## src/rtl/spell_trace_judge.sv

```systemverilog
// Per-frame wand/waypoint judge with scoring strobe, path sequencing and power-up frame timers.
// Optional build macro TRACE_ABORT_EN: abort a trace after MISS_LIMIT consecutive misses.
module spell_trace_judge #(
    parameter int COORD_W      = 10,
    parameter int TOL          = 8,
    parameter int PATH_LEN     = 16,
    parameter int POWER_FRAMES = 300,
    parameter int MISS_LIMIT   = 60
) (
    input  logic                        clock,
    input  logic                        resetn,
    input  logic                        frame_tick,
    input  logic                        trace_start,
    input  logic [COORD_W-1:0]          cursor_x,
    input  logic [COORD_W-1:0]          cursor_y,
    input  logic [COORD_W-1:0]          wp_x,
    input  logic [COORD_W-1:0]          wp_y,
    input  logic                        pickup_bonus,
    input  logic                        pickup_double,
    output logic [$clog2(PATH_LEN)-1:0] wp_addr,
    output logic                        active,
    output logic                        score_strobe,
    output logic                        in_trace,
    output logic                        trace_done,
    output logic                        trace_abort,
    output logic                        powerUp1,
    output logic                        powerUp4,
    output logic [1:0]                  dbg_state
);

    localparam int ADDR_W = $clog2(PATH_LEN);
    localparam int TMR_W  = $clog2(POWER_FRAMES + 1);
    localparam logic [ADDR_W-1:0]  LAST_ADDR = ADDR_W'(PATH_LEN - 1);
    localparam logic [COORD_W:0]   TOL_W     = (COORD_W + 1)'(TOL);
    localparam logic [TMR_W-1:0]   TMR_LOAD  = TMR_W'(POWER_FRAMES);

    // Handshake-free block: every input is a one-cycle pulse or a level sampled on frame_tick.
    typedef enum logic [1:0] {IDLE = 2'd0, TRACK = 2'd1, DONE = 2'd2} state_t;

    state_t              state, state_next;
    logic [ADDR_W-1:0]   addr_next;
    logic                strobe_next, in_trace_next;
    logic                done_pend, done_pend_next;
    logic [COORD_W:0]    dx, dy;
    logic                hit;
    logic [TMR_W-1:0]    tmr_bonus, tmr_double;

`ifdef TRACE_ABORT_EN
    localparam int MISS_W = $clog2(MISS_LIMIT + 1);
    localparam logic [MISS_W-1:0] MISS_MAX   = MISS_W'(MISS_LIMIT);
    localparam logic [MISS_W-1:0] MISS_ABORT = MISS_W'(MISS_LIMIT - 1);
    logic [MISS_W-1:0]   miss_cnt, miss_next;
    logic                abort_next;
`endif

    // Differences are widened by one bit so neither direction can wrap.
    always_comb begin
        dx = (cursor_x >= wp_x) ? ({1'b0, cursor_x} - {1'b0, wp_x}) : ({1'b0, wp_x} - {1'b0, cursor_x});
        dy = (cursor_y >= wp_y) ? ({1'b0, cursor_y} - {1'b0, wp_y}) : ({1'b0, wp_y} - {1'b0, cursor_y});
        hit = (dx <= TOL_W) && (dy <= TOL_W);
    end

    always_comb begin
        state_next     = state;
        addr_next      = wp_addr;
        strobe_next    = 1'b0;
        in_trace_next  = in_trace;
        done_pend_next = done_pend;
`ifdef TRACE_ABORT_EN
        miss_next      = miss_cnt;
        abort_next     = 1'b0;
`endif
        case (state)
            IDLE: begin
                if (trace_start) begin
                    state_next = TRACK;
                    addr_next  = '0;
`ifdef TRACE_ABORT_EN
                    miss_next  = '0;
`endif
                end
            end
            TRACK: begin
                if (trace_start) begin
                    addr_next      = '0;
                    done_pend_next = 1'b0;
`ifdef TRACE_ABORT_EN
                    miss_next      = '0;
`endif
                // The final hit strobe is shown in TRACK; DONE follows one cycle later.
                end else if (done_pend) begin
                    state_next     = DONE;
                    done_pend_next = 1'b0;
                end else if (frame_tick) begin
                    strobe_next   = 1'b1;
                    in_trace_next = hit;
                    if (hit) begin
`ifdef TRACE_ABORT_EN
                        miss_next = '0;
`endif
                        if (wp_addr == LAST_ADDR) done_pend_next = 1'b1;
                        else                      addr_next      = wp_addr + 1'b1;
                    end else begin
`ifdef TRACE_ABORT_EN
                        if (miss_cnt != MISS_MAX) miss_next = miss_cnt + 1'b1;
                        if (miss_cnt >= MISS_ABORT) begin
                            abort_next = 1'b1;
                            state_next = IDLE;
                        end
`endif
                    end
                end
            end
            DONE: begin
                if (trace_start) begin
                    state_next = TRACK;
                    addr_next  = '0;
`ifdef TRACE_ABORT_EN
                    miss_next  = '0;
`endif
                end else begin
                    state_next = IDLE;
                end
            end
            default: state_next = IDLE;
        endcase
    end

    always_ff @(posedge clock or negedge resetn) begin
        if (!resetn) begin
            state        <= IDLE;
            wp_addr      <= '0;
            score_strobe <= 1'b0;
            in_trace     <= 1'b0;
            done_pend    <= 1'b0;
        end else begin
            state        <= state_next;
            wp_addr      <= addr_next;
            score_strobe <= strobe_next;
            in_trace     <= in_trace_next;
            done_pend    <= done_pend_next;
        end
    end

`ifdef TRACE_ABORT_EN
    always_ff @(posedge clock or negedge resetn) begin
        if (!resetn) begin
            miss_cnt    <= '0;
            trace_abort <= 1'b0;
        end else begin
            miss_cnt    <= miss_next;
            trace_abort <= abort_next;
        end
    end
`else
    assign trace_abort = 1'b0;
`endif

    // Pickups are exclusive; double wins a tie and any load overrides a coincident decrement.
    always_ff @(posedge clock or negedge resetn) begin
        if (!resetn) begin
            tmr_bonus  <= '0;
            tmr_double <= '0;
        end else if (pickup_double) begin
            tmr_double <= TMR_LOAD;
            tmr_bonus  <= '0;
        end else if (pickup_bonus) begin
            tmr_bonus  <= TMR_LOAD;
            tmr_double <= '0;
        end else if (frame_tick) begin
            if (tmr_bonus != '0)  tmr_bonus  <= tmr_bonus - 1'b1;
            if (tmr_double != '0) tmr_double <= tmr_double - 1'b1;
        end
    end

    assign active     = (state == TRACK);
    assign trace_done = (state == DONE);
    assign powerUp1   = (tmr_bonus != '0);
    assign powerUp4   = (tmr_double != '0);
    assign dbg_state  = state;

endmodule
```

## config.mk

```make
export PLATFORM = sky130hd
export DESIGN_NAME = spell_trace_judge
export DESIGN_NICKNAME = d
export VERILOG_FILES = /design/src/rtl/spell_trace_judge.sv
export SDC_FILE = /design/constraint.sdc
export NUM_CORES = 1
export LEC_CHECK = 0
export ABC_AREA = 1
export CORE_MARGIN = 10
export CORE_UTILIZATION = 60
export CTS_CLUSTER_DIAMETER = 80
export DETAILED_ROUTE_END_ITERATION = 6
export GPL_TIMING_DRIVEN = 0
export PLACE_DENSITY = 0.86
export SLEW_MARGIN = 20
export SYNTH_ARGS = -nofsm -noshare
export SYNTH_HDL_FRONTEND = slang
export SYNTH_SLANG_ARGS = --single-unit
export TNS_END_PERCENT = 20
```

## constraint.sdc

```tcl
create_clock -name clock -period 4.9 [get_ports clock]
set_input_delay 0.98 -clock clock [delete_from_list [all_inputs] [get_ports clock]]
set_output_delay 0.98 -clock clock [all_outputs]
set_load 0.005 [all_outputs]
```

Word-level counts from Yosys, hierarchy flattened
Index checks and enable logic that the tools add are counted. W data, S select, Z words.

Output and inout bits: 13. Input port bits: 46. Logic and storage cells: 76. Register bits: 27.

Order comparisons: 4. $add $sub $neg: 7. Bitwise gates (word level): 2. Muxes and demuxes: 31. Equal/unequal tests: 11. Reduce and logical (&&, ||, !) cells: 14.

Operators with widths (count): $mux W9 (8); $sub A10 B10 Y11 (4); $mux W4 (6); $le A11 B4 Y1 const B (2); $mux W11 (2); $ge A10 B10 Y1 (2); $reduce_bool A9 Y1 (2); $sub A9 B1 Y9 const B (2); $mux W1 (10); $ne A3 B3 Y1 const B (3); $reduce_bool A3 Y1 (3); $pmux W4 S2 (1); $mux W2 (3); $pmux W2 S3 (1); $reduce_and A6 Y1 (1); $add A4 B1 Y4 const B (1); $eq A4 B4 Y1 const B (1); $ne A2 B1 Y1 const B (2); $ne A2 B2 Y1 const B (2); $reduce_and A2 Y1 (2); $reduce_and A4 Y1 (1); $ne A3 B2 Y1 const B (1); $reduce_and A3 Y1 (1); $eq A2 B1 Y1 const B (1); other kinds (6) (7).

Logic depth before layout (Yosys ltp)
Gate-level depths: netlist of run 1.

Depth after elaboration: 9. Gate-level depth with buffers: 21. Depth with buffers taken out: 21.

Worst setup path before layout of run 1
OpenSTA, ideal clock, no wires.

Path kind: input to register. Start point: in cursor_x[6]. End point: reg wp_addr[0]. Slack: 2073 ps. Arrival: 2710 ps. Required time: 4783 ps. Cell stages on the path: 20. Path through: inv_1 -> ha_1 -> nand2_2 -> inv_1 -> a21oi_2 -> nand2_2 -> nand2_2 -> nand2_4 -> inv_4 -> nand2_2 -> nand2_1 -> nand2_1 -> nand2_1 -> nand2_1 -> nor2_2 -> nand3_2 -> nand2_4 -> nand2_4 -> nand2_1 -> nand2_1.

Longest elaborated chain between the ends: 6. Elaborated cells on any way between the ends: 8. Those cells by class: add/sub: 2; order compare: 2; eq/ne: 1; mux: 1; reduce/logical: 2.

Ends and longest elaborated chain: start: declaration (line 14) `input logic [COORD_W-1:0] cursor_x,`; $sub A10 B10 Y11 / $ge A10 B10 Y1 (equally long branches) (line 58) `dx = (cursor_x >= wp_x) ? ({1'b0, cursor_x} - {1'b0, wp_x}) : ({1'b0, wp_x} - {1'b0, cursor_x});`; $mux W11 (*) (line 58); $le A11 B4 Y1 (*) (line 60) `hit = (dx <= TOL_W) && (dy <= TOL_W);`; $logic_and A1 B1 Y1 (*) (line 60); $ne A3 B2 Y1 (no source line) (*); $reduce_and A6 Y1 (no source line) (*); end signal: assignment (line 138) `wp_addr <= addr_next;`; end: declaration (line 20) `output logic [$clog2(PATH_LEN)-1:0] wp_addr,`.

Mark *: on every way between the ends. The rest lies on a longest branch, timed or not. A chain may end at the register's enable or synchronous reset.

Final worst setup path of run 1
Start point: in cursor_y[6]. End point: reg wp_addr[1].

Longest elaborated chain between the ends: 6. Elaborated cells on any way between the ends: 8. Those cells by class: add/sub: 2; order compare: 2; eq/ne: 1; mux: 1; reduce/logical: 2.

Ends and longest elaborated chain: start: declaration (line 15) `input logic [COORD_W-1:0] cursor_y,`; $sub A10 B10 Y11 / $ge A10 B10 Y1 (equally long branches) (line 59) `dy = (cursor_y >= wp_y) ? ({1'b0, cursor_y} - {1'b0, wp_y}) : ({1'b0, wp_y} - {1'b0, cursor_y});`; $mux W11 (*) (line 59); $le A11 B4 Y1 (*) (line 60); $logic_and A1 B1 Y1 (*) (line 60); $ne A3 B2 Y1 (no source line) (*); $reduce_and A6 Y1 (no source line) (*).

Marked as above.

==> results of run 1 <==
## area by class of cell
cell class                 count  area, sq um  share of cell area, %
multi-input combinational    473         2560                   57.1
buffer                         6         33.8                  0.754
clock inverter                 1         7.51                  0.168
sequential                    27          676                   15.1
clock buffer                   3         41.3                  0.921
inverter                     136          513                   11.4
timing repair buffer          56          556                   12.4
tap                           75         93.8                   2.09
## kinds of logic (layout without fill, tap and decap cells)
| kind of cell | Yosys count | after routing | synth area share, % |
|---|---|---|---|
| AND/OR/NAND/NOR | 343 | 343 | 40.2 |
| adder cells (fa/ha/maj) | 43 | 43 | 14.2 |
| other | 1 | 1 | 0.0991 |
| buffers and inverters | 142 | 202 | 14.5 |
| XOR/XNOR | 11 | 11 | 2.55 |
| flip-flops | 27 | 27 | 17.9 |
| AO/OA/AOI/OAI | 75 | 75 | 10.6 |
## routing by layer
layer	GRT usage, %	vias up	wire, um
met1	20.1	1821	3930
li1	-	2113	-
met2	34.5	129	4740
met5	0	-	0
met3	2.70	24	453
met4	7.39	0	250
## how the worst min path moves through the flow
stage	start	endpoint	slack, ns
5_1_grt	tmr_bonus[4]	tmr_bonus[4]	0.49
4_1_cts	tmr_bonus[4]	tmr_bonus[4]	0.46
2_1_floorplan	tmr_bonus[4]	tmr_bonus[4]	0.43
3_5_place_dp	tmr_bonus[4]	tmr_bonus[4]	0.45
3_3_place_gp	tmr_bonus[4]	tmr_bonus[4]	0.45
6_report	tmr_bonus[4]	tmr_bonus[4]	0.46
## Yosys cell counts (3+ instances only)
| library cell | number |
|---|---|
| sky130_fd_sc_hd__xor2_1 | 9 |
| sky130_fd_sc_hd__inv_2 | 4 |
| sky130_fd_sc_hd__nand3_2 | 3 |
| sky130_fd_sc_hd__a21oi_1 | 37 |
| sky130_fd_sc_hd__nor3_1 | 5 |
| sky130_fd_sc_hd__nand2_1 | 196 |
| sky130_fd_sc_hd__o21ai_0 | 24 |
| sky130_fd_sc_hd__or2_2 | 5 |
| sky130_fd_sc_hd__dfrtp_1 | 27 |
| sky130_fd_sc_hd__nor2_1 | 51 |
| sky130_fd_sc_hd__ha_1 | 43 |
| sky130_fd_sc_hd__nand4_1 | 14 |
| sky130_fd_sc_hd__nand3_1 | 45 |
| sky130_fd_sc_hd__inv_1 | 131 |
| sky130_fd_sc_hd__o21ai_1 | 3 |
| sky130_fd_sc_hd__nor2_2 | 4 |
| sky130_fd_sc_hd__o21a_1 | 3 |
| sky130_fd_sc_hd__nand2_2 | 7 |
| sky130_fd_sc_hd__nand2_4 | 4 |
| sky130_fd_sc_hd__buf_2 | 3 |
## stage by stage
step           instance area, sq um  power (W)  hold slack [ns]
6_report                       4480   0.000790            0.462
5_1_grt                        4480   0.000866            0.495
4_1_cts                        4480   0.000790            0.465
3_5_place_dp                   4430   0.000661            0.452
3_3_place_gp                   4440   0.000646            0.446
2_1_floorplan                  3780   0.000540            0.434
## power groups by stage
stage                     combinational (W)  sequential, W  clock (W)
after global routing               0.000473       0.000251   0.000142
after floorplan                    0.000289       0.000251          0
after detailed placement           0.000408       0.000253          0
after CTS                          0.000409       0.000249   0.000132
final                              0.000413       0.000249   0.000128
after global placement             0.000393       0.000253          0
## state kept, by name, summed over array words and instances (netlist names)
signal	flops
score_strobe	1
tmr_double	9
dbg_state	2
in_trace	1
done_pend	1
wp_addr	4
tmr_bonus	9
==> impl_metrics.prom, run 1 <==
# TYPE chip_impl_metric gauge
chip_impl_info{name="timing.critical_path.to",value="wp_addr[1]"} 1
chip_impl_metric{name="floorplan.initialDensity",unit="%"} 62.8
chip_impl_info{name="worst_path_dominant_cell_family",value="simple AND/OR/NAND/NOR gates"} 1
chip_impl_metric{name="clkTransAtPathRegs",unit="ns"} 0.09
chip_impl_metric{name="hold_fix_buffer_count_after_cts",unit=""} 0
chip_impl_metric{name="initial_antenna_violation_count",unit=""} 0
chip_impl_metric{name="max_clock_freq",unit="MHz"} 293
chip_impl_metric{name="fin_cells",unit=""} 777
chip_impl_metric{name="synth.net_count",unit=""} 731
chip_impl_metric{name="timing.max_slew.rel_slack",unit="%"} 61.4
chip_impl_metric{name="drtAntennaViolNets",unit=""} 0
chip_impl_metric{name="cpPeakStageDelay",unit="ns"} 0.48
chip_impl_metric{name="synthesis.yosys.warnings",unit=""} 0
chip_impl_metric{name="globalplace.congestion",unit=""} 0.915
chip_impl_metric{name="finalSetupViolCount",unit=""} 0
chip_impl_metric{name="global_route_overflow",unit=""} 0
chip_impl_metric{name="min_period_over_period",unit="%"} 69.8
chip_impl_metric{name="placementRows",unit=""} 28
chip_impl_metric{name="flops_latches_synth",unit=""} 27
chip_impl_metric{name="crit_path_max_fanout",unit=""} 9
chip_impl_metric{name="finalSetupTns",unit="ns"} 0
chip_impl_metric{name="mappedNetlistArea",unit="sq mm"} 0.00378
chip_impl_metric{name="p_leak",unit="nW"} 2.56
chip_impl_metric{name="core-area",unit="sq mm"} 0.00603
chip_impl_info{name="worst_path_most_repeated_cell",value="sky130_fd_sc_hd__nand2_1"} 1
chip_impl_metric{name="drcViolationCount",unit=""} 0
chip_impl_metric{name="finalWorstPathRequiredPeriod",unit="ns"} 3.42
chip_impl_info{name="clk_root_buffer_cell",value="sky130_fd_sc_hd__clkbuf_8"} 1
chip_impl_metric{name="cts.sink_count",unit=""} 27
chip_impl_info{name="ys_top_cells_by_area",value="sky130_fd_sc_hd__nand2_1 19%, sky130_fd_sc_hd__dfrtp_1 18%, sky130_fd_sc_hd__ha_1 14%, sky130_fd_sc_hd__inv_1 13%, sky130_fd_sc_hd__nand3_1 6.0%"} 1
chip_impl_metric{name="p_switching",unit="W"} 0.000330
chip_impl_metric{name="io_pins",unit=""} 59
chip_impl_metric{name="critical_path_cell_count",unit=""} 19
chip_impl_info{name="critPathSlowestCell",value="sky130_fd_sc_hd__clkdlybuf4s50_1"} 1
chip_impl_metric{name="clock_latency",unit="ns"} 0.28
chip_impl_info{name="yosys.area.top_type",value="sky130_fd_sc_hd__nand2_1"} 1
chip_impl_metric{name="sequential_power_share",unit="%"} 31.6
chip_impl_info{name="r2r-end",value="tmr_double[7]"} 1
chip_impl_info{name="critical_path.cell_chain",value="clkdlybuf4s50_1 -> inv_1 -> ha_1 -> nand2_2 -> inv_1 -> a21oi_1 -> nand2_2 -> nand2_4 -> nand2_8 -> nor2_1 -> nand4_1 -> nand2_1 -> nand2_1 -> nor2_1 -> nand3_2 -> nand2_4 -> nand2_4 -> nand2_1 -> nand2_1"} 1
chip_impl_metric{name="final_core_util",unit="%"} 74.4
chip_impl_metric{name="wl_per_cell",unit="um"} 12.1
chip_impl_info{name="start_kind",value="primary input"} 1
chip_impl_info{name="mostFrequentLayoutCell",value="sky130_fd_sc_hd__nand2_1"} 1
chip_impl_metric{name="area_growth_syn_to_layout",unit="%"} 18.5
chip_impl_metric{name="reg2reg_slack",unit="ns"} 2.63
chip_impl_metric{name="drt_pass1_iterations",unit=""} 5
chip_impl_info{name="worstReg2RegStart",value="tmr_double[0]"} 1
chip_impl_metric{name="power.internal",unit="W"} 0.000460
chip_impl_info{name="timing.hold.worst.class",value="flop to flop"} 1
chip_impl_info{name="endpoint_kind",value="flop"} 1
chip_impl_metric{name="htree_num_levels",unit=""} 1
chip_impl_metric{name="post_synth.cell_area_avg",unit="sq um"} 5.89
chip_impl_metric{name="synthCells",unit=""} 642
chip_impl_metric{name="critical_path.n_buffers_inverters",unit=""} 3
chip_impl_metric{name="slew_viol_final",unit=""} 0
chip_impl_metric{name="finalClockSkew",unit="ns"} 0.0122
chip_impl_metric{name="cells_resized_by_post_cts_repair",unit=""} 0
chip_impl_metric{name="clkPwrFrac",unit="%"} 16.2
chip_impl_metric{name="n_fill_cell",unit=""} 507
chip_impl_metric{name="detailedRoute.firstIterationViolations",unit=""} 199
chip_impl_metric{name="timing.critical_path.arrival",unit="ns"} 3.58
chip_impl_metric{name="final_nets",unit=""} 792
chip_impl_metric{name="place_inst",unit=""} 773
chip_impl_metric{name="ir_drop",unit="V"} 0.000136
chip_impl_metric{name="via_per_inst",unit=""} 5.26
chip_impl_metric{name="post_cts.repair.setup_buffers",unit=""} 0
chip_impl_metric{name="comb_power_share",unit="%"} 52.3
chip_impl_metric{name="first_global_vias",unit=""} 4040
chip_impl_info{name="setup_repair_after_global_routing_missed_its_margin",value="false"} 1
chip_impl_metric{name="die-area",unit="sq mm"} 0.00988
chip_impl_metric{name="switching_share",unit="%"} 41.7
chip_impl_metric{name="antenna_cells_inserted",unit=""} 0
chip_impl_metric{name="die_width",unit="um"} 99.4
chip_impl_metric{name="wire_length_of_the_first_global_routing_pass",unit="mm"} 16.1
chip_impl_metric{name="chipHeight",unit="um"} 99.4
chip_impl_metric{name="cts_buffers",unit=""} 3
chip_impl_metric{name="detailroute.via_count",unit=""} 4087
chip_impl_metric{name="synth-edff-count",unit=""} 0
chip_impl_info{name="synth-main-ff-cell",value="sky130_fd_sc_hd__dfrtp_1"} 1
chip_impl_metric{name="dp_hpwl",unit="mm"} 7.93
chip_impl_metric{name="cap_viol_max_count",unit=""} 0
chip_impl_metric{name="final_hold_viol_count",unit=""} 0
chip_impl_metric{name="placement.setup.worst_slack",unit="ns"} 1.20
chip_impl_metric{name="drive_gt1_share",unit="%"} 5.98
chip_impl_metric{name="gr-usage-all-layers",unit="%"} 18.4
chip_impl_metric{name="synth.top_cell.area_share",unit="%"} 19.4
chip_impl_metric{name="max_slew.worst_pin.slew",unit="ns"} 0.579
chip_impl_info{name="critical_path.startpoint",value="cursor_y[6]"} 1
chip_impl_info{name="cts_tree",value="yes"} 1
chip_impl_metric{name="yosys.cell_types.count",unit=""} 38
chip_impl_metric{name="synth-seq-area-share",unit="%"} 17.9
chip_impl_info{name="most-common-layout-cells",value="196 x sky130_fd_sc_hd__nand2_1, 131 x sky130_fd_sc_hd__inv_1, 55 x sky130_fd_sc_hd__clkdlybuf4s50_1"} 1
chip_impl_metric{name="cp_data_required_time",unit="ns"} 5.06
chip_impl_metric{name="r2r.worst_path.cells",unit=""} 13
chip_impl_info{name="status",value="complete, no violations"} 1
chip_impl_info{name="crit_type",value="primary input to flop"} 1
chip_impl_metric{name="finalWorstSetupSlack",unit="ns"} 1.48
chip_impl_metric{name="port_buffers",unit=""} 56
chip_impl_metric{name="clock_path_buffers",unit=""} 2
chip_impl_metric{name="synth_async_sr_flop_share",unit="%"} 100
chip_impl_metric{name="route.final.wire_length",unit="mm"} 9.38
chip_impl_metric{name="timing.hold.worst_path_depth",unit=""} 1
chip_impl_metric{name="p_per_area",unit="mW/mm^2"} 176
chip_impl_metric{name="pin_count_of_the_biggest_net_entering_global_routing",unit=""} 28
Note: power is estimated with default switching activity, not from simulation.
==> run 2, diff against run 1 <==
Settings changed: CORE_UTILIZATION 60 to 56, PLACE_DENSITY 0.86 to 0.81.
Clock period 4.9 ns to 3.15 ns, I/O delays scaled along.
==> run 2 against run 1 <==
Compared with the run above: clock power rose by 52%; non-clock buffer count up 6; final cell count increased by 1.0%; final area increased by 4.9%; sequential cell count unchanged; sequential power grew 55%; global-route usage is 0.80 points lower; wire length is 3.1% higher; register-to-register slack got worse by 1.7 ns; via count grew 2.0%; critical path type unchanged; critical endpoint is now wp_addr[2].
==> impl_metrics.prom, run 2 (synthesized netlist as in run 1, its figures left out) <==
# TYPE chip_impl_metric gauge
chip_impl_metric{name="core-area",unit="sq mm"} 0.00646
chip_impl_metric{name="finalClockSkew",unit="ns"} 0.00138
chip_impl_metric{name="finalWorstPathRequiredPeriod",unit="ns"} 2.97
chip_impl_metric{name="io_pins",unit=""} 59
chip_impl_metric{name="crit_path_max_fanout",unit=""} 9
chip_impl_metric{name="antenna_cells_inserted",unit=""} 0
chip_impl_metric{name="final_hold_viol_count",unit=""} 0
chip_impl_info{name="worst_path_dominant_cell_family",value="simple AND/OR/NAND/NOR gates"} 1
chip_impl_metric{name="p_per_area",unit="mW/mm^2"} 273
chip_impl_metric{name="cap_viol_max_count",unit=""} 0
chip_impl_metric{name="gr-usage-all-layers",unit="%"} 17.6
chip_impl_metric{name="die_width",unit="um"} 102
chip_impl_info{name="clk_root_buffer_cell",value="sky130_fd_sc_hd__clkbuf_8"} 1
chip_impl_metric{name="slew_viol_final",unit=""} 0
chip_impl_info{name="status",value="complete, no violations"} 1
chip_impl_metric{name="port_buffers",unit=""} 56
chip_impl_info{name="start_kind",value="primary input"} 1
chip_impl_metric{name="globalplace.congestion",unit=""} 0.939
chip_impl_info{name="critical_path.cell_chain",value="clkdlybuf4s50_1 -> inv_1 -> ha_1 -> buf_4 -> or2_1 -> nand3_2 -> nand2_2 -> nand2_2 -> nand2_4 -> inv_4 -> nand3_1 -> a21oi_2 -> nand2_1 -> nor2_2 -> nand3_2 -> nand2_4 -> nand2_4 -> nand2_1 -> nand2_1"} 1
chip_impl_metric{name="clkTransAtPathRegs",unit="ns"} 0.09
chip_impl_metric{name="finalSetupViolCount",unit=""} 0
chip_impl_metric{name="detailroute.via_count",unit=""} 4167
chip_impl_metric{name="drive_gt1_share",unit="%"} 10.0
chip_impl_metric{name="reg2reg_slack",unit="ns"} 0.94
chip_impl_metric{name="placement.setup.worst_slack",unit="ns"} -0.194
chip_impl_metric{name="htree_num_levels",unit=""} 1
chip_impl_metric{name="multiInputGateArea",unit="sq mm"} 0.00272
chip_impl_metric{name="finalWorstSetupSlack",unit="ns"} 0.181
chip_impl_metric{name="chipHeight",unit="um"} 102
chip_impl_metric{name="ir_drop",unit="V"} 0.000175
chip_impl_metric{name="hold_fix_buffer_count_after_cts",unit=""} 0
chip_impl_metric{name="clock_latency",unit="ns"} 0.27
chip_impl_metric{name="n_fill_cell",unit=""} 588
chip_impl_metric{name="r2r.worst_path.cells",unit=""} 13
chip_impl_metric{name="critical_path_cell_count",unit=""} 19
chip_impl_metric{name="wl_per_cell",unit="um"} 12.3
chip_impl_metric{name="cpPeakStageDelay",unit="ns"} 0.49
chip_impl_metric{name="cts_buffers",unit=""} 3
chip_impl_metric{name="min_period_over_period",unit="%"} 94.2
chip_impl_info{name="mostFrequentLayoutCell",value="sky130_fd_sc_hd__nand2_1"} 1
chip_impl_metric{name="cts.sink_count",unit=""} 27
chip_impl_metric{name="dp_hpwl",unit="mm"} 7.90
chip_impl_info{name="cts_tree",value="yes"} 1
chip_impl_metric{name="first_global_vias",unit=""} 3918
chip_impl_metric{name="place_inst",unit=""} 775
chip_impl_metric{name="p_leak",unit="nW"} 2.61
chip_impl_metric{name="max_slew.worst_pin.slew",unit="ns"} 0.597
chip_impl_metric{name="floorplan.initialDensity",unit="%"} 58.6
chip_impl_metric{name="drtAntennaViolNets",unit=""} 0
chip_impl_info{name="endpoint_kind",value="flop"} 1
chip_impl_metric{name="area_growth_syn_to_layout",unit="%"} 24.2
chip_impl_metric{name="cp_data_required_time",unit="ns"} 3.32
chip_impl_metric{name="final_core_util",unit="%"} 72.8
chip_impl_metric{name="detailed_place.area",unit="sq mm"} 0.00444
chip_impl_metric{name="timing.max_slew.rel_slack",unit="%"} 60.2
chip_impl_metric{name="pin_count_of_the_biggest_net_entering_global_routing",unit=""} 28
chip_impl_metric{name="storage_cell_area",unit="sq um"} 676
chip_impl_metric{name="initial_antenna_violation_count",unit=""} 0
chip_impl_metric{name="max_clock_freq",unit="MHz"} 337
chip_impl_metric{name="detailedRoute.firstIterationViolations",unit=""} 199
chip_impl_metric{name="wire_length_of_the_first_global_routing_pass",unit="mm"} 15.9
chip_impl_metric{name="placementRows",unit=""} 29
chip_impl_metric{name="drcViolationCount",unit=""} 0
chip_impl_metric{name="clock_path_buffers",unit=""} 2
chip_impl_metric{name="finalSetupTns",unit="ns"} 0
chip_impl_info{name="timing.hold.worst.class",value="primary input to async pin"} 1
chip_impl_metric{name="global_route_overflow",unit=""} 0
chip_impl_info{name="critPathSlowestCell",value="sky130_fd_sc_hd__clkdlybuf4s50_1"} 1
chip_impl_metric{name="final_nets",unit=""} 798
chip_impl_info{name="top_regs",value="tmr_bonus x9, tmr_double x9, wp_addr x4"} 1
chip_impl_metric{name="fin_cells",unit=""} 785
chip_impl_info{name="most-common-layout-cells",value="191 x sky130_fd_sc_hd__nand2_1, 131 x sky130_fd_sc_hd__inv_1, 54 x sky130_fd_sc_hd__clkdlybuf4s50_1"} 1
chip_impl_metric{name="route.final.wire_length",unit="mm"} 9.67
chip_impl_metric{name="critical_path.n_buffers_inverters",unit=""} 4
chip_impl_metric{name="timing.critical_path.arrival",unit="ns"} 3.14
chip_impl_info{name="crit_type",value="primary input to flop"} 1
chip_impl_metric{name="via_per_inst",unit=""} 5.31
chip_impl_metric{name="post-route-cell-area",unit="sq mm"} 0.00470
chip_impl_metric{name="drt_pass1_iterations",unit=""} 6
chip_impl_metric{name="die-area",unit="sq mm"} 0.0104
[run 2: changes by cell type in the layout (fill, tap and decap cells not counted), sizes merged]
cell           before  now
clkinvlp            1    0
clkdlybuf4s50      55   54
dlymetal6s2s        0    1
buf                 6   11
clkbuf              4    6
[run 2: cell type report]
cell class | count | area share (%)
multi-input cells | 473 | 57.8
flip-flops and latches | 27 | 14.4
repair buffers | 62 | 12.9
inverters | 136 | 10.9
well taps | 77 | 2.05
plain buffers | 6 | 1.04
clock buffers | 4 | 0.958
[run 2: timing repair]
item | in CTS | in global routing
gates resized for setup | 0 | 47
buffers inserted | 0 | 5
endpoints found under the setup margin | 0 | 4
[run 2: worst paths after layout]
| kind | startpoint | to |
|---|---|---|
| setup / recovery | cursor_x[2] | wp_addr[2] |
| hold / removal | resetn | tmr_double[5] |
| setup reg to reg | tmr_double[0] | tmr_double[7] |
| hold reg to reg | tmr_bonus[4] | tmr_bonus[4] |
| max in group asynchronous | resetn | wp_addr[2] |
| min in group clock | tmr_bonus[4] | tmr_bonus[4] |
[run 2: per-layer routing]
| layer | vias up | track usage [%] | wire length [um] | share of wire [%] |
|---|---|---|---|---|
| met4 | 0 | 3.36 | 181 | 1.9 |
| met2 | 134 | 35.1 | 5120 | 53 |
| li1 | 2133 | - | - | - |
| met1 | 1876 | 19.1 | 3910 | 40 |
| met5 | - | 0 | 0 | 0 |
| met3 | 24 | 2.63 | 461 | 4.8 |
[run 2: power breakdown]
part | internal [W] | leakage [nW] | switching, W | total (W)
combinational | 0.000290 | 2.24 | 0.000411 | 0.000701
clock | 0.0000906 | 0.0228 | 0.000105 | 0.000195
sequential | 0.000369 | 0.348 | 0.0000179 | 0.000387
total | 0.000750 | 2.61 | 0.000533 | 0.00128
[run 2: per-stage QoR]
| stage | power, W | hold WS (ns) |
|---|---|---|
| detailed placement | 0.00103 | 0.458 |
| global placement | 0.00101 | 0.446 |
| global route | 0.00140 | 0.390 |
| floorplan | 0.000840 | 0.334 |
| CTS | 0.00122 | 0.375 |
| finish | 0.00128 | 0.354 |
==> edit (config.mk and constraints of run 2) <==
Register the outputs `active`, `trace_done`, `powerUp1` and `powerUp4`, with the module's reset; this adds one clock of latency there. The other outputs are not delayed to match.
--- a/src/rtl/spell_trace_judge.sv
+++ b/src/rtl/spell_trace_judge.sv
@@ -173,10 +173,19 @@
         end
     end
 
-    assign active     = (state == TRACK);
-    assign trace_done = (state == DONE);
-    assign powerUp1   = (tmr_bonus != '0);
-    assign powerUp4   = (tmr_double != '0);
+    always_ff @(posedge clock or negedge resetn) begin
+        if (!resetn) begin
+            active     <= '0;
+            trace_done <= '0;
+            powerUp1   <= '0;
+            powerUp4   <= '0;
+        end else begin
+            active     <= (state == TRACK);
+            trace_done <= (state == DONE);
+            powerUp1   <= (tmr_bonus != '0);
+            powerUp4   <= (tmr_double != '0);
+        end
+    end
     assign dbg_state  = state;
 
 endmodule
Behaviour: not the same (a bounded check fails within 4 cycles, from zero or initial values and one cycle with resetn low).
==> edit against run 2 <==
Sequential cell count rose by 4. Global-route usage barely moved. Synthesized cell count rose by 5.6%. Setup slack improved by 0.019 ns. Fmax rose by 0.63%. Total power rose by 25%. Area after synthesis rose by 6.2%. Sequential power rose by 25%. Final area rose by 2.5%. Sequential share of layout area rose by 1.7 points. Die area rose by 5.0%. Count of clock-buffer cells in the layout rose by 2. Routed wire length rose by 2.4%. Worst hold slack improved by 0.035 ns. Critical endpoint is now wp_addr[0]$_DFFE_PN0P_.
==> edit: results (changes against run 2) <==
[hold_path]
hold_class = in -> async

[placement]
place.gp.congestion = 0.890  ; -5.3%
dp_hpwl_um = 8250  ; +4.4%
dp.cells = 831  ; +7.2%
numPortBuffers = 57  ; +1.8%

[power]
p_int_mw = 0.950  ; +27%
ir_worst_vdd_uv = 153  ; -13%
p_leak_nw = 2.75  ; +5.3%

[synthesis]
synth.area.mux_share_pct = 0  ; unchanged
synthArstFlopShare_pct = 100  ; unchanged
synth-compound-area-share_pct = 9.62  ; -0.96 points
synthXorXnorAreaFrac_pct = 2.62  ; +0.070 points
syn_nets = 767  ; +4.9%
synth.area.top_cells = dfrtp_1 (19%), nand2_1 (19%), inv_1 (14%)
yosys-top-cells-count = nand2_1 (205), inv_1 (145), nor2_1 (60)
synthDistinctLibCells = 38  ; unchanged
synthCells = 678  ; +5.6%
ys_warn_count = 0  ; unchanged
yosysSeqAreaShare_pct = 19.3  ; +1.5 points
synth_fa_ha_area_share_pct = 13.4  ; -0.83 points
yosys_most_used_dff = dfrtp_1

[grt]
gr-total-overflow = 0  ; unchanged
first_global_vias = 4085  ; +4.3%
grt_pass1_wl_um = 17200  ; +8.0%
antenna_found_initial = 0  ; unchanged
grt_usage_pct = 17.6  ; about the same
grt_max_degree = 32  ; +14%

[drt]
routedWlPerCell_um = 11.8  ; -4.2%
drt_pass1_iterations = 5  ; -1
drtIter0Drc = 243  ; +22%
via_count = 4236  ; +1.7%

[layout]
instances_no_fill = 839  ; +6.9%
drive_gt1_share_pct = 7.40  ; -2.6 points
nFillCells = 616  ; +4.8%
largestRegisters = tmr_bonus x9, tmr_double x9, wp_addr x4
n_antenna_cell = 0  ; unchanged

[worst_setup_path]
cp_top_family = simple AND/OR/NAND/NOR gates
worstPathArrival_ns = 3.12  ; -0.02 ns
crit_type = in -> reg
path_max_fanout = 7  ; -2
critPathMaxStageDelay_ns = 0.50
critPathSlowestCell = clkdlybuf4s50_1

[timing]
slew_headroom_pct = 54.7  ; -5.5 points
finClkSkew_ns = 0.00654  ; +0.00516 ns

[cts]
clk_path_buf_depth = 2  ; unchanged
htreeDepth = 2  ; +1
root_buffer = clkbuf_8
clk_pin_slew_worst_paths_ns = 0.07  ; -0.02 ns
clock_latency_ns = 0.28
cts-buffers-inserted = 5  ; +2

[status]
status = complete, no violations

edit: per-stage QoR:
step	area (um^2)	setup slack, ns	hold slack (ns)
4_1_cts	4790	0.152	0.407
5_1_grt	4820	0.00442	0.437
2_1_floorplan	4020	0.698	0.334
3_3_place_gp	4710	-0.0513	0.438
3_5_place_dp	4700	-0.122	0.441
6_report	4820	0.200	0.388
edit: cells by family (layout without fill, tap and decap cells):
family,after synthesis,in the layout
fa+ha+maj,43,43
compound gates,68,68
buf+inv,158,223
flops,31,31
xor+xnor,12,12
simple gates,365,365
other cells,1,1
edit: layout make-up:
cell class	instances	area share, %
flip-flops and latches	31	16.1
repair buffers	58	11.9
multi-input cells	489	54.8
clock buffers	6	1.71
inverters	147	11.5
clock inverters	1	0.104
plain buffers	11	1.43
well taps	96	2.49
edit: power groups by stage:
stage | clock [mW] | combinational [mW] | sequential, mW
floorplan | 0 | 0.534 | 0.488
global placement | 0 | 0.763 | 0.490
detailed placement | 0 | 0.792 | 0.492
CTS | 0.319 | 0.796 | 0.485
global route | 0.333 | 0.918 | 0.494
finish | 0.313 | 0.808 | 0.485
edit: timing repair:
item | 4_1_cts | 5_1_grt
setup endpoints to repair | 0 | 4
buffers inserted | 0 | 1
hold buffers | 0 | 0
resized for setup | 0 | 10
edit: metal layers:
| metal | vias to the layer above | track usage, % | wire length (um) |
|---|---|---|---|
| met4 | 0 | 5.10 | 123 |
| li1 | 2212 | - | - |
| met2 | 113 | 30.9 | 4750 |
| met3 | 13 | 2.89 | 478 |
| met1 | 1898 | 21.6 | 4550 |
| met5 | - | 0 | 0 |
edit: path summary, 6_finish.rpt:
| check | slack [ns] | from | end | cells after the start |
|---|---|---|---|---|
| max in group asynchronous | 2.33 | resetn | powerUp4$_DFF_PN0_ | 1 |
| setup / recovery | 0.20 | cursor_y[5] | wp_addr[0]$_DFFE_PN0P_ | 20 |
| hold reg to reg | 0.46 | dbg_state[0]$_DFFE_PN0P_ | trace_done$_DFF_PN0_ | 1 |
| setup reg to reg | 0.95 | tmr_bonus[0]$_DFFE_PN0P_ | tmr_bonus[2]$_DFFE_PN0P_ | 11 |
| hold / removal | 0.39 | resetn | tmr_double[7]$_DFFE_PN0P_ | 1 |
| min in group clock | 0.46 | dbg_state[0]$_DFFE_PN0P_ | trace_done$_DFF_PN0_ | 1 |
